**config.mk**
```make
export PLATFORM = sky130hd
export DESIGN_NAME = carrier_mixer
export DESIGN_NICKNAME = d
export VERILOG_FILES = /design/src/rtl/carrier_mixer.sv
export SDC_FILE = /design/constraint.sdc
export NUM_CORES = 2
export LEC_CHECK = 0
export ABC_AREA = 1
export BUFFER_PORTS_ARGS = -buffer_cell sky130_fd_sc_hd__buf_2
export CAP_MARGIN = 15
export CORE_MARGIN = 3
export CORE_UTILIZATION = 35
export CTS_CLUSTER_DIAMETER = 30
export DETAILED_ROUTE_END_ITERATION = 10
export PLACE_DENSITY = 0.58
export SLEW_MARGIN = 30
export SYNTH_ARGS = -nofsm -noshare
export SYNTH_HDL_FRONTEND = slang
export SYNTH_SLANG_ARGS = --single-unit
```
**constraint.sdc**
```tcl
create_clock -name axis_aclk -period 10 [get_ports axis_aclk]
set_input_delay 2 -clock axis_aclk [delete_from_list [all_inputs] [get_ports axis_aclk]]
set_output_delay 2 -clock axis_aclk [all_outputs]
set_load 0.005 [all_outputs]
```
**src/rtl/carrier_mixer.sv**
```systemverilog
// carrier_mixer
//   Carrier wipe-off mixer. Each accepted complex IF sample is paired with the
//   next buffered NCO cos/sin word and rotated by e^{-j*theta}:
//     I' = I*c + Q*s,  Q' = Q*c - I*s
//   The result is arithmetic-shifted right by SHIFT and saturated to OUT_W.
//   Pipeline: products -> sum/shift/saturate -> output register (3 cycles).
//   The NCO stream has no backpressure and is buffered in a FIFO; a word that
//   arrives while the FIFO is full is dropped and flagged in sincos_overflow.
//
// Build option: define CARRIER_MIXER_ROUND_EN to round half up before the
//   shift; otherwise the shift truncates toward minus infinity.
//
// Ports
//   axis_aclk, axis_aresetn       clock, async active-low reset
//   clear                         sync flush of FIFO, pipeline, counter, flag
//   sincos_in, sincos_valid       NCO word {sin, cos}, strobe
//   s_axis_tdata/tvalid/tready/tlast   input samples {Q, I}
//   m_axis_tdata/tvalid/tready/tlast   output samples {Q', I'}
//   sample_count                  output handshakes in the current block
//   sincos_overflow               sticky NCO drop flag
module carrier_mixer #(
   parameter int IQ_W       = 16,
   parameter int CS_W       = 16,
   parameter int OUT_W      = 16,
   parameter int SHIFT      = 7,
   parameter int FIFO_DEPTH = 8
) (
   input  logic                axis_aclk,
   input  logic                axis_aresetn,
   input  logic                clear,
   input  logic [CS_W-1:0]     sincos_in,
   input  logic                sincos_valid,
   input  logic [2*IQ_W-1:0]   s_axis_tdata,
   input  logic                s_axis_tvalid,
   output logic                s_axis_tready,
   input  logic                s_axis_tlast,
   output logic [2*OUT_W-1:0]  m_axis_tdata,
   output logic                m_axis_tvalid,
   input  logic                m_axis_tready,
   output logic                m_axis_tlast,
   output logic [15:0]         sample_count,
   output logic                sincos_overflow
);

   localparam int HW     = CS_W / 2;
   localparam int PROD_W = IQ_W + HW;
   localparam int SUM_W  = PROD_W + 1;
   // One spare bit so the rounding bias can never wrap the sum.
   localparam int EXT_W  = SUM_W + 1;
   localparam int AW     = $clog2(FIFO_DEPTH);

   // ---------------- NCO FIFO ----------------
   logic [CS_W-1:0] fifo_mem_q [FIFO_DEPTH];
   logic [AW:0]     wr_ptr_q, wr_ptr_d, rd_ptr_q, rd_ptr_d;
   logic            fifo_empty, fifo_full, fifo_push, fifo_pop;
   logic            ovf_q, ovf_d;
   logic            pipe_en, join_fire;
   logic            out_valid_q;

   assign pipe_en    = ~out_valid_q | m_axis_tready;
   assign fifo_empty = (wr_ptr_q == rd_ptr_q);
   assign fifo_full  = (wr_ptr_q[AW] != rd_ptr_q[AW]) &&
                       (wr_ptr_q[AW-1:0] == rd_ptr_q[AW-1:0]);

   assign s_axis_tready = pipe_en & ~fifo_empty;
   assign join_fire     = s_axis_tvalid & s_axis_tready;
   assign fifo_pop      = join_fire;
   // A pop in the same cycle frees the slot, so a write into a full FIFO succeeds.
   assign fifo_push     = sincos_valid & (~fifo_full | fifo_pop);

   always_comb begin
      wr_ptr_d = wr_ptr_q;
      rd_ptr_d = rd_ptr_q;
      ovf_d    = ovf_q;
      if (fifo_push) wr_ptr_d = wr_ptr_q + (AW+1)'(1);
      if (fifo_pop)  rd_ptr_d = rd_ptr_q + (AW+1)'(1);
      if (sincos_valid & fifo_full & ~fifo_pop) ovf_d = 1'b1;
      if (clear) begin
         wr_ptr_d = '0;
         rd_ptr_d = '0;
         ovf_d    = 1'b0;
      end
   end

   always_ff @(posedge axis_aclk) begin
      if (fifo_push & ~clear) fifo_mem_q[wr_ptr_q[AW-1:0]] <= sincos_in;
   end

   // ---------------- stage 1: products ----------------
   logic [CS_W-1:0]          nco_word;
   logic signed [IQ_W-1:0]   smp_i, smp_q;
   logic signed [HW-1:0]     nco_c, nco_s;
   logic signed [PROD_W-1:0] p_ic_d, p_qs_d, p_qc_d, p_is_d;
   logic signed [PROD_W-1:0] p_ic_q, p_qs_q, p_qc_q, p_is_q;
   logic                     s1_valid_q, s1_last_q;

   assign nco_word = fifo_mem_q[rd_ptr_q[AW-1:0]];
   assign nco_c    = $signed(nco_word[HW-1:0]);
   assign nco_s    = $signed(nco_word[CS_W-1:HW]);
   assign smp_i    = $signed(s_axis_tdata[IQ_W-1:0]);
   assign smp_q    = $signed(s_axis_tdata[2*IQ_W-1:IQ_W]);

   always_comb begin
      p_ic_d = PROD_W'(smp_i) * PROD_W'(nco_c);
      p_qs_d = PROD_W'(smp_q) * PROD_W'(nco_s);
      p_qc_d = PROD_W'(smp_q) * PROD_W'(nco_c);
      p_is_d = PROD_W'(smp_i) * PROD_W'(nco_s);
   end

   // ---------------- stage 2: sum, shift, saturate ----------------
   logic signed [EXT_W-1:0] sum_i, sum_q, rnd_i, rnd_q, shf_i, shf_q;
   logic [OUT_W-1:0]        sat_i_d, sat_q_d, s2_i_q, s2_q_q;
   logic                    s2_valid_q, s2_last_q;

   function automatic logic [OUT_W-1:0] saturate(input logic signed [EXT_W-1:0] v);
      // In range when every bit above the output sign bit matches it.
      if ((&v[EXT_W-1:OUT_W-1]) || ~(|v[EXT_W-1:OUT_W-1]))
         return v[OUT_W-1:0];
      else if (v[EXT_W-1])
         return {1'b1, {(OUT_W-1){1'b0}}};
      else
         return {1'b0, {(OUT_W-1){1'b1}}};
   endfunction

`ifdef CARRIER_MIXER_ROUND_EN
   localparam logic signed [EXT_W-1:0] RND_BIAS = EXT_W'(1) <<< (SHIFT-1);
`endif

   always_comb begin
      sum_i = EXT_W'(p_ic_q) + EXT_W'(p_qs_q);
      sum_q = EXT_W'(p_qc_q) - EXT_W'(p_is_q);
`ifdef CARRIER_MIXER_ROUND_EN
      rnd_i = sum_i + RND_BIAS;
      rnd_q = sum_q + RND_BIAS;
`else
      rnd_i = sum_i;
      rnd_q = sum_q;
`endif
      shf_i   = rnd_i >>> SHIFT;
      shf_q   = rnd_q >>> SHIFT;
      sat_i_d = saturate(shf_i);
      sat_q_d = saturate(shf_q);
   end

   // ---------------- stage 3: output + block counter ----------------
   logic [2*OUT_W-1:0] out_data_q;
   logic               out_last_q;
   logic [15:0]        cnt_q, cnt_d;

   always_comb begin
      cnt_d = cnt_q;
      if (out_valid_q & m_axis_tready)
         cnt_d = out_last_q ? 16'd0 : cnt_q + 16'd1;
      if (clear) cnt_d = 16'd0;
   end

   always_ff @(posedge axis_aclk or negedge axis_aresetn) begin
      if (!axis_aresetn) begin
         wr_ptr_q    <= '0;
         rd_ptr_q    <= '0;
         ovf_q       <= 1'b0;
         cnt_q       <= 16'd0;
         s1_valid_q  <= 1'b0;
         s1_last_q   <= 1'b0;
         p_ic_q      <= '0;
         p_qs_q      <= '0;
         p_qc_q      <= '0;
         p_is_q      <= '0;
         s2_valid_q  <= 1'b0;
         s2_last_q   <= 1'b0;
         s2_i_q      <= '0;
         s2_q_q      <= '0;
         out_valid_q <= 1'b0;
         out_last_q  <= 1'b0;
         out_data_q  <= '0;
      end else begin
         wr_ptr_q <= wr_ptr_d;
         rd_ptr_q <= rd_ptr_d;
         ovf_q    <= ovf_d;
         cnt_q    <= cnt_d;
         if (clear) begin
            s1_valid_q  <= 1'b0;
            s2_valid_q  <= 1'b0;
            out_valid_q <= 1'b0;
         end else if (pipe_en) begin
            s1_valid_q  <= join_fire;
            s1_last_q   <= s_axis_tlast & join_fire;
            p_ic_q      <= p_ic_d;
            p_qs_q      <= p_qs_d;
            p_qc_q      <= p_qc_d;
            p_is_q      <= p_is_d;
            s2_valid_q  <= s1_valid_q;
            s2_last_q   <= s1_last_q;
            s2_i_q      <= sat_i_d;
            s2_q_q      <= sat_q_d;
            out_valid_q <= s2_valid_q;
            out_last_q  <= s2_last_q;
            out_data_q  <= {s2_q_q, s2_i_q};
         end
      end
   end

   assign m_axis_tdata    = out_data_q;
   assign m_axis_tvalid   = out_valid_q;
   assign m_axis_tlast    = out_last_q;
   assign sample_count    = cnt_q;
   assign sincos_overflow = ovf_q;

endmodule

```
==> results.json <==
{
  "status": "complete, no violations",
  "rrSetupSlack_ns": 2.79,
  "clk_path_buf_depth": 3,
  "start_util_pct": 35.6,
  "dieArea_um2": 101000,
  "syn_nets": 4836,
  "vias": 27420,
  "hold_class": "register to register",
  "crit_path_max_incr_delay_ns": 0.91,
  "dr.pass1.iters": 5,
  "cts_htree_levels": 3,
  "path_cells": "clkinv_1 -> o221ai_1 -> nand2_1 -> buf_4 -> inv_1 -> nand2_1 -> fa_1 -> inv_1 -> fa_1 -> fa_1 -> fa_1 -> ha_1 -> nand2_1 -> nor4_1 -> nand4_1 -> nand3_1 -> nand2_1 -> nand3_1 -> o21ai_0",
  "arrival_ns": 7.66,
  "numClockSinks": 319,
  "core-area_um2": 95600,
  "cts_root_buf": "clkbuf_16",
  "path_clk_slew_ns": 0.05,
  "cp_slowest_cell": "dfrtp_1",
  "slew_headroom_pct": 38.9,
  "worstSetupPathType": "register to register",
  "cts_made_buffers": 77,
  "setup-violations-final": 0,
  "synthDistinctLibCells": 48,
  "async_flop_share_pct": 59.9,
  "yosysWarnings": 0,
  "syn_area_um2": 34000,
  "antenna_found_initial": 3,
  "synthToLayoutAreaGrowth_pct": 13.2,
  "fp.dieH_um": 318,
  "hold_buffers": 0,
  "fin_worst_skew_ns": 0.0319,
  "drt-total-wl_um": 97100,
  "via_per_inst": 4.93,
  "cts_tree": "built",
  "yosysSeqAreaShare_pct": 25.4,
  "drt_iter0_drc": 2021,
  "drtAntennaViolNets": 0,
  "cts_setup_buffers": 0,
  "die-width_um": 318,
  "port_buffers": 106,
  "placement.setup.worst_slack_ns": 3.10,
  "tightest_slew_ns": 0.917,
  "insertion_delay_ns": 0.62,
  "grt.overflow.total": 0,
  "ys.flop_type": "dfrtp_1",
  "rsz0062_at_grt": "false",
  "drv_slew": 0,
  "max_freq_ghz": 0.139,
  "post-dp-hpwl_um": 75200,
  "ys_seq_elements": 319,
  "max-cap-violations": 0,
  "wl_per_cell_um": 17.5,
  "required_ns": 10.45,
  "num_rows": 113,
  "synth_cells": 4140,
  "postSynthAreaPerCell_um2": 8.21,
  "gp_congestion": 0.947,
  "crit_path_start_kind": "register",
  "grt_pass1_wl_um": 156000,
  "hold_violations": 0,
  "drc_errors": 0,
  "period_share_pct": 72.1,
  "ctsResizeCount": 0,
  "min_period_ns": 7.21,
  "cp_max_fo": 21,
  "drive_above_1_share_pct": 8.36,
  "io_pins": 107,
  "synth_edf_count": 128,
  "timing.final.ws_setup_ns": 2.79,
  "fin_tns_setup_ns": 0,
  "grt_pass1_vias": 27817,
  "cp-end-kind": "register",
  "finalNetCount": 4927,
  "grt_usage_pct": 19.4,
  "grt_start_max_net_pins": 112
}
==> cells by family (layout without fill, tap and decap cells) <==
logic type | after synthesis | after routing | share of synthesized area (%)
AND/OR/NAND/NOR | 1682 | 1682 | 20.2
buffers and inverters | 931 | 1083 | 10.7
adder cells (fa/ha/maj) | 641 | 641 | 32.7
AO/OA/AOI/OAI | 435 | 435 | 7.51
flip-flops | 319 | 319 | 25.4
XOR/XNOR | 100 | 100 | 2.58
multiplexers | 32 | 32 | 0.943
other | 0 | 4 | 0
==> routing by layer <==
| metal | GRT usage, % | wire length [um] | vias to the layer above |
|---|---|---|---|
| met1 | 27.5 | 44900 | 13377 |
| met5 | 0 | 0 | - |
| met4 | 5.28 | 2350 | 0 |
| met2 | 29.5 | 41800 | 892 |
| li1 | - | - | 13011 |
| met3 | 4.91 | 8090 | 140 |
==> state kept, by name, indices dropped and copies added (netlist names) <==
| name | flops |
|---|---|
| fifo_mem_q | 128 |
| sample_count | 16 |
| p_is_q | 24 |
| p_qs_q | 24 |
| wr_ptr_q | 4 |
| p_qc_q | 24 |
| s1_valid_q | 1 |
| m_axis_tlast | 1 |
| s2_i_q | 16 |
| m_axis_tdata | 32 |
| s2_valid_q | 1 |
| rd_ptr_q | 4 |
| s1_last_q | 1 |
| m_axis_tvalid | 1 |
| s2_last_q | 1 |
| s2_q_q | 16 |
| sincos_overflow | 1 |
| p_ic_q | 24 |
==> critical path: cells and delay by family (launching register included) <==
kind / cells / cell delay (ns)
buffers and inverters: 4 / 1.66
adder cells (fa/ha/maj): 5 / 2.50
AO/OA/AOI/OAI: 2 / 0.33
flip-flops: 1 / 0.91
AND/OR/NAND/NOR: 8 / 1.61
==> metrics by stage <==
stage	utilization [%]	instance area, um2	hold WS [ns]	cells
after floorplan	-	34000	0.442	4140
after global placement	37.4	35800	0.448	5417
after detailed placement	37.4	35800	0.455	5417
after CTS	40.2	38500	0.466	5557
after global routing	40.2	38500	0.481	5558
final	40.2	38500	0.459	5561
==> layout make-up <==
class / count / area, um2
Multi-Input combinational cell: 2890 / 21700
Clock buffer: 100 / 2090
Clock inverter: 40 / 583
Inverter: 806 / 3030
Fill cell: 9848 / 57100
Antenna cell: 4 / 10.0
Sequential cell: 319 / 8630
Timing Repair Buffer: 137 / 792
Tap cell: 1265 / 1580
==> cell usage after synthesis (4+ instances only) <==
master / instances / area, um2
dfrtp_1: 191 / 4780
a21o_1: 11 / 82.6
a21oi_1: 129 / 646
fa_1: 412 / 8250
mux2i_1: 32 / 320
o21ai_0: 162 / 811
clkinv_1: 13 / 48.8
nor4_1: 9 / 56.3
buf_2: 51 / 255
o21bai_1: 27 / 203
xnor2_1: 54 / 473
buf_1: 7 / 26.3
inv_2: 8 / 30.0
inv_1: 785 / 2950
or2_2: 6 / 37.5
edfxtp_1: 128 / 3840
o22ai_1: 4 / 25.0
nand3b_1: 10 / 75.1
nand2_1: 805 / 3020
a31oi_1: 22 / 138
ha_1: 229 / 2870
o221ai_1: 32 / 280
buf_4: 5 / 37.5
nor2_1: 626 / 2350
nor2_2: 9 / 56.3
xor2_1: 46 / 403
nand3_1: 87 / 435
a21oi_2: 23 / 201
clkbuf_1: 57 / 214
o21ai_1: 10 / 50.1
nand2_2: 35 / 219
a21boi_0: 7 / 52.6
nor3_1: 30 / 150
nand3_2: 7 / 70.1
nand4_1: 48 / 300
==> final timing paths <==
check,startpoint,to,cells past startpoint
max in group asynchronous,axis_aresetn,p_is_q[18],3
min reg2reg,m_axis_tdata[11],m_axis_tdata[11],2
min,m_axis_tdata[11],m_axis_tdata[11],2
max reg2reg,rd_ptr_q[2],p_is_q[21],19
max,rd_ptr_q[2],p_is_q[21],19
min in group asynchronous,axis_aresetn,sample_count[4],1
==> layout by cell type, fill, tap and decap left out, types with 9 or more instances in the layout <==
cell type and n:
buf_2 105, xnor2_1 54, fa_1 412, o221ai_1 32, a31oi_1 22, dfrtp_1 189, nand3_1 87, ha_1 229
mux2i_1 32, a21o_1 11, nand2_1 805, o21ai_1 10, clkbuf_1 15, inv_1 785, nor3_1 27, xor2_1 46
o21ai_0 162, o21bai_1 27, nand3b_1 10, nor2_1 626, nor4_1 9, edfxtp_1 128, clkinv_1 16, a21oi_1 129
a21oi_2 23, nand2_2 35, buf_4 28, nand4_1 48, bufinv_16 9, clkbuf_8 9, clkbuf_16 77
Power is left out: the tool's default activity adds up to more than one toggle a clock period on the data nets, which glitch-free logic cannot reach.
